==> config.mk <==
export PLATFORM = sky130hd
export DESIGN_NAME = regfile_port_ctrl
export DESIGN_NICKNAME = d
export VERILOG_FILES = /design/src/rtl/regfile_port_ctrl.sv
export SDC_FILE = /design/constraint.sdc
export NUM_CORES = 1
export LEC_CHECK = 0
export BUFFER_PORTS_ARGS = -buffer_cell sky130_fd_sc_hd__buf_4
export CAP_MARGIN = 20
export CORE_MARGIN = 2
export CORE_UTILIZATION = 30
export CTS_BUF_LIST = sky130_fd_sc_hd__clkbuf_16
export CTS_CLUSTER_DIAMETER = 80
export DETAILED_ROUTE_END_ITERATION = 10
export PLACE_DENSITY_LB_ADDON = 0.08
export SYNTH_ARGS = -nofsm -noshare
export SYNTH_HDL_FRONTEND = slang
export SYNTH_SLANG_ARGS = --single-unit
==> constraint.sdc <==
create_clock -name clk -period 1.71 [get_ports clk]
set_input_delay 0.2565 -clock clk [delete_from_list [all_inputs] [get_ports clk]]
set_output_delay 0.2565 -clock clk [all_outputs]
set_load 0.02 [all_outputs]
==> src/rtl/regfile_port_ctrl.sv <==
// regfile_port_ctrl
//
// Owns the register file's single write port and the debug read path of
// the RV32I 5-stage pipeline. After reset it zeroes x1..x31 (when the
// RF_CLEAR_EN macro is defined), then shares the write port between the
// WB stage (fixed priority) and a debug/loader requester. A starvation
// counter raises pipe_hold so a blocked debug write always gets through.
//
// Build option:
//   RF_CLEAR_EN defined   : x1..x31 are written with zero on 31 edges
//                           after reset before normal operation starts.
//   RF_CLEAR_EN undefined : no clear writes; RUN is entered on the first
//                           edge after reset and the regfile keeps its
//                           own initial contents.
//
// Ports:
//   clk, rst_n        core clock, asynchronous active-low reset
//   wb_wer/rd/data    WB stage write request
//   dbg_req/we/addr/wdata  debug request (held until dbg_gnt)
//   dbg_gnt           combinational one-cycle accept pulse
//   dbg_rvalid/rdata  registered read response, cycle after the grant
//   rf_we/waddr/wdata regfile write port (combinational mux)
//   rf_dbg_raddr      regfile debug read address (= dbg_addr)
//   rf_dbg_rdata      regfile debug read data (combinational)
//   init_done         clear sequence finished
//   pipe_hold         freeze request to the pipeline
module regfile_port_ctrl #(
  parameter int XLEN       = 32,
  parameter int AW         = 5,
  parameter int STARVE_MAX = 4
) (
  input  logic            clk,
  input  logic            rst_n,
  input  logic            wb_wer,
  input  logic [AW-1:0]   wb_rd,
  input  logic [XLEN-1:0] wb_data,
  input  logic            dbg_req,
  input  logic            dbg_we,
  input  logic [AW-1:0]   dbg_addr,
  input  logic [XLEN-1:0] dbg_wdata,
  output logic            dbg_gnt,
  output logic            dbg_rvalid,
  output logic [XLEN-1:0] dbg_rdata,
  output logic            rf_we,
  output logic [AW-1:0]   rf_waddr,
  output logic [XLEN-1:0] rf_wdata,
  output logic [AW-1:0]   rf_dbg_raddr,
  input  logic [XLEN-1:0] rf_dbg_rdata,
  output logic            init_done,
  output logic            pipe_hold
);

  localparam int SW = $clog2(STARVE_MAX + 1);

  typedef enum logic {
    CLEAR = 1'b0,
    RUN   = 1'b1
  } state_t;

  state_t        r_state;
  state_t        w_stateNext;
  logic [SW-1:0] r_starve;
  logic [SW-1:0] w_starveNext;
  logic          w_wbActive;
  logic          w_dbgWrPend;
  logic          w_dbgWrGnt;
  logic          w_dbgRdGnt;
  logic          w_bypass;
  logic          w_starveHold;

`ifdef RF_CLEAR_EN
  logic [AW-1:0] r_cnt;
`endif

  // A WB write to x0 is architecturally a no-op, so it does not occupy the port.
  assign w_wbActive   = wb_wer && (wb_rd != '0);
  assign w_dbgWrPend  = dbg_req && dbg_we;
  assign w_starveHold = (r_starve >= SW'(STARVE_MAX));
  // Read-after-write in the grant cycle: return the value WB is committing.
  assign w_bypass     = w_wbActive && (wb_rd == dbg_addr);

  assign rf_dbg_raddr = dbg_addr;
  assign init_done    = (r_state == RUN);
  assign pipe_hold    = !init_done || w_starveHold;

  // CLEAR leaves once the last register has been zeroed; without the clear
  // option it is a single-cycle pass-through into RUN.
  always_comb begin
    w_stateNext = r_state;
    if (r_state == CLEAR) begin
`ifdef RF_CLEAR_EN
      if (r_cnt == {AW{1'b1}}) begin
        w_stateNext = RUN;
      end
`else
      w_stateNext = RUN;
`endif
    end
  end

  // Write-port mux and grant generation. Everything is forced idle while
  // reset is held so the regfile never sees a write during reset.
  always_comb begin
    rf_we      = 1'b0;
    rf_waddr   = '0;
    rf_wdata   = '0;
    dbg_gnt    = 1'b0;
    w_dbgWrGnt = 1'b0;
    w_dbgRdGnt = 1'b0;
    if (rst_n) begin
      if (r_state == CLEAR) begin
`ifdef RF_CLEAR_EN
        rf_we    = 1'b1;
        rf_waddr = r_cnt;
`endif
      end else begin
        w_dbgRdGnt = dbg_req && !dbg_we;
        w_dbgWrGnt = w_dbgWrPend && !w_wbActive;
        dbg_gnt    = w_dbgRdGnt || w_dbgWrGnt;
        if (w_wbActive) begin
          rf_we    = 1'b1;
          rf_waddr = wb_rd;
          rf_wdata = wb_data;
        end else if (w_dbgWrGnt) begin
          // A debug write to x0 is accepted but never reaches the regfile.
          rf_we    = (dbg_addr != '0);
          rf_waddr = dbg_addr;
          rf_wdata = dbg_wdata;
        end
      end
    end
  end

  // Starvation counter: counts consecutive cycles a debug write waits,
  // saturating at STARVE_MAX where it holds the pipeline until the grant.
  always_comb begin
    w_starveNext = r_starve;
    if (!w_dbgWrPend || w_dbgWrGnt) begin
      w_starveNext = '0;
    end else if (!w_starveHold) begin
      w_starveNext = r_starve + 1'b1;
    end
  end

  always_ff @(posedge clk or negedge rst_n) begin
    if (!rst_n) begin
      r_state    <= CLEAR;
      r_starve   <= '0;
      dbg_rvalid <= 1'b0;
      dbg_rdata  <= '0;
`ifdef RF_CLEAR_EN
      r_cnt      <= AW'(1);
`endif
    end else begin
      r_state    <= w_stateNext;
      r_starve   <= w_starveNext;
      dbg_rvalid <= w_dbgRdGnt;
      if (w_dbgRdGnt) begin
        dbg_rdata <= w_bypass ? wb_data : rf_dbg_rdata;
      end
`ifdef RF_CLEAR_EN
      if ((r_state == CLEAR) && (r_cnt != {AW{1'b1}})) begin
        r_cnt <= r_cnt + 1'b1;
      end
`endif
    end
  end

endmodule

==> impl_metrics.tcl <==
set metrics [dict create \
    rsz0062_at_grt "true" \
    core_region_area_um2 8300 \
    start_util_pct 31.2 \
    io_buffers 189 \
    grt_pass1_wl_um 17200 \
    syn_area_um2 2590 \
    root_buffer "clkbuf_16" \
    drt_wl_total_um 11300 \
    syn_nets 460 \
    holdCritPathClass "in -> async" \
    synthCells 348 \
    pwr-share-seq_pct 32.4 \
    vias_per_cell 5.23 \
    synth_top_family_by_area "compound AO/OA/AOI/OAI gates" \
    yosysSeqAreaShare_pct 35.8 \
    vias 3345 \
    drtIter0Drc 132 \
    diodes 0 \
    synth.distinct_cells 29 \
    grt.overflow.total 0 \
    setup_viol 39 \
    hold_ws_ns 0.105 \
    clk_path_buf_depth 2 \
    async_flop_share_pct 100 \
    violations "negative setup slack" \
    layout.nets 646 \
    crit_chain "buf_6 -> or4_4 -> o21ai_4 -> buf_4 -> buf_12 -> nand3_1 -> a21oi_4 -> buf_4" \
    synth_top_area_share_pct 35.8 \
    die_x_um 96.9 \
    yosys.area.top_type "dfrtp_1" \
    drc 0 \
    synthXorXnorAreaFrac_pct 2.03 \
    worstMarginPinSlew_ns 0.502 \
    path_clk_slew_ns 0.06 \
    avgSynthCellArea_um2 7.43 \
    clock.fmax_mhz 483 \
    combPwrFrac_pct 41.6 \
    p_int_mw 2.22 \
    drive_gt1_share_pct 56.6 \
    area_growth_pct 97.6 \
    ys_top_cells_by_count "101 x nand2_1, 64 x o211ai_1, 38 x a21oi_1, 37 x dfrtp_1, 37 x nand3_1" \
    clk-insertion-delay-late_ns 0.28 \
    yosysMostFrequentCell "nand2_1" \
    endpoint_kind "primary output" \
    grt_util_all_layers_pct 22.4 \
    wl_per_cell_um 17.7 \
    place_congestion 0.806 \
    cts_buffers 5 \
    place_hpwl_um 7820 \
    status "finished with violations" \
    synth-adder-area-share_pct 0.484 \
    power_mw 3.42 \
    start_kind "primary input" \
    skew_ns 0.00381 \
    fin_ws_ns -0.361 \
    ios 190 \
    relSlewSlack_pct 66.5 \
    yosys-top-cells-area "dfrtp_1 36%, o211ai_1 19%, nand2_1 15%, a21oi_1 7.4%, nand3_1 7.2%" \
    crit_type "in -> out" \
    p_sw_mw 1.21 \
    max_cap_violations 0 \
    die_y_um 96.9 \
    synth_edf_count 0 \
    cts_tree "built" \
    clock_power_share_pct 26.0 \
    post_synth_and_or_nand_nor_area_fraction_pct 24.5 \
    ant_nets 0 \
    min_period_ns 2.07 \
    cp_max_fo 10 \
    rows 33 \
    holdBufCountCts 0 \
    grt_max_degree 40 \
    muxShareOfSynthArea_pct 0.387 \
    p_sw_share_pct 35.3 \
    die_area_um2 9380 \
    synth-compound-area-share_pct 27.6 \
    ys_ff_latch 37 \
    cts_max_level 2 \
    worstPathArrival_ns 1.81 \
    firstDrtPassIters 4 \
    slowest_stage "or4_4" \
    hold_viol 0 \
    ir_drop_uv 414 \
    cpPeakStageDelay_ns 0.56 \
    power_leakage_nw 2.13 \
    powerDensity_nw_per_um2 670 \
    ys.flop_type "dfrtp_1" \
    fin_crit_sh_pct 121 \
    setup-tns-final_ns -12.37 \
    finalMaxSlewViolations 0 \
    cp.required_ns 1.45 \
    clock_sinks 37 \
    grt_pass1_vias 3349 \
    grt_antenna_before_repair 0 \
    timing.critical_path.mode_cell "buf_4" \
    ys_warn_count 0 \
]
[flip-flops by register name, summed over array words and instances (netlist names)]
name / flops
dbg_rdata: 32
dbg_rvalid: 1
init_done: 1
r_starve: 3
[kinds of logic (layout without fill, tap and decap cells)]
kind of cell,after synthesis,in the layout
muxes,1,1
and+or+nand+nor,150,150
adders and majority gates,1,1
AOI/OAI and AO/OA,108,108
buffers and inverters,44,231
other,1,1
xor gates and xnor gates,6,6
DFF,37,37
[power groups by stage]
stage | sequential (mW) | combinational (mW) | clock [mW]
floorplan | 1.31 | 0.468 | 0
global placement | 1.12 | 1.32 | 0
detailed placement | 1.13 | 1.33 | 0
CTS | 1.11 | 1.38 | 0.912
global route | 1.13 | 1.51 | 0.945
finish | 1.11 | 1.42 | 0.891
[layer usage]
metal	vias to the layer above	GRT usage (%)	share of wire, %
li1	1601	-	-
met1	1597	28.6	43
met2	132	38.4	49
met3	15	4.77	6.2
met4	0	5.96	1.8
met5	-	0	0
[worst paths after layout]
| check | startpoint | endpoint | slack (ns) | cells after the start |
|---|---|---|---|---|
| setup / recovery | wb_rd[0] | rf_wdata[26] | -0.36 | 8 |
| hold / removal | rst_n | dbg_rdata[2] | 0.10 | 2 |
| setup reg to reg | init_done | dbg_rdata[0] | 0.25 | 6 |
| hold reg to reg | dbg_rdata[16] | dbg_rdata[16] | 0.51 | 2 |
| max in group asynchronous | rst_n | dbg_rdata[15] | 1.26 | 2 |
| min in group clk | rf_dbg_rdata[11] | dbg_rdata[11] | 0.25 | 3 |
[cell type report]
type | instances | area (µm²)
Timing Repair Buffer | 222 | 1930
Sequential cell | 37 | 926
Clock inverter | 3 | 13.8
Clock buffer | 5 | 125
Tap cell | 105 | 131
Multi-Input combinational cell | 267 | 1980
Inverter | 1 | 3.75
Fill cell | 735 | 3190
[layout by cell type, fill, tap and decap left out]
cell type,instances
nand2b_1,1
a32oi_1,1
nand4_1,1
a21oi_2,8
o21ai_4,1
buf_6,27
and2_1,1
clkbuf_16,6
or4_4,1
or2_2,1
o21ai_0,2
buf_4,184
or2_1,1
o211ai_1,64
buf_16,2
o211ai_4,1
buf_12,8
inv_2,1
nand3_4,2
conb_1,1
inv_1,1
clkinv_2,2
nor2_2,1
mux2i_1,1
nand3_1,8
o21a_1,1
a21oi_4,30
nor2_1,4
nand3_2,27
xnor2_1,5
xor2_1,1
ha_1,1
or4_1,1
nand2_1,100
nand2_4,1
dfrtp_1,37
[per-stage QoR]
stage               util (%)  instance area, µm²  std cells  setup WS [ns]
floorplan                  -                2980        348        -0.0979
CTS                     58.9                4890        637         -0.328
global route            61.6                5110        640         -0.415
finish                  61.6                5110        640         -0.361
detailed placement      54.9                4560        622         -0.345
global placement        54.9                4560        622         -0.293
[what timing repair did]
action                                 in CTS  in global routing
buffers inserted                            5                  1
gates cloned                                2                  2
resized for setup                          25                 39
pin swaps                                   9                  7
setup endpoints to repair                  39                 39
endpoints found under the hold margin       0                  0
[worst max-delay path: cells and delay by family]
kind | cells | cell delay, ns
buf+inv | 4 | 0.53
simple gates | 2 | 0.68
compound gates | 2 | 0.34
Note: power is estimated with default switching activity, not from simulation.
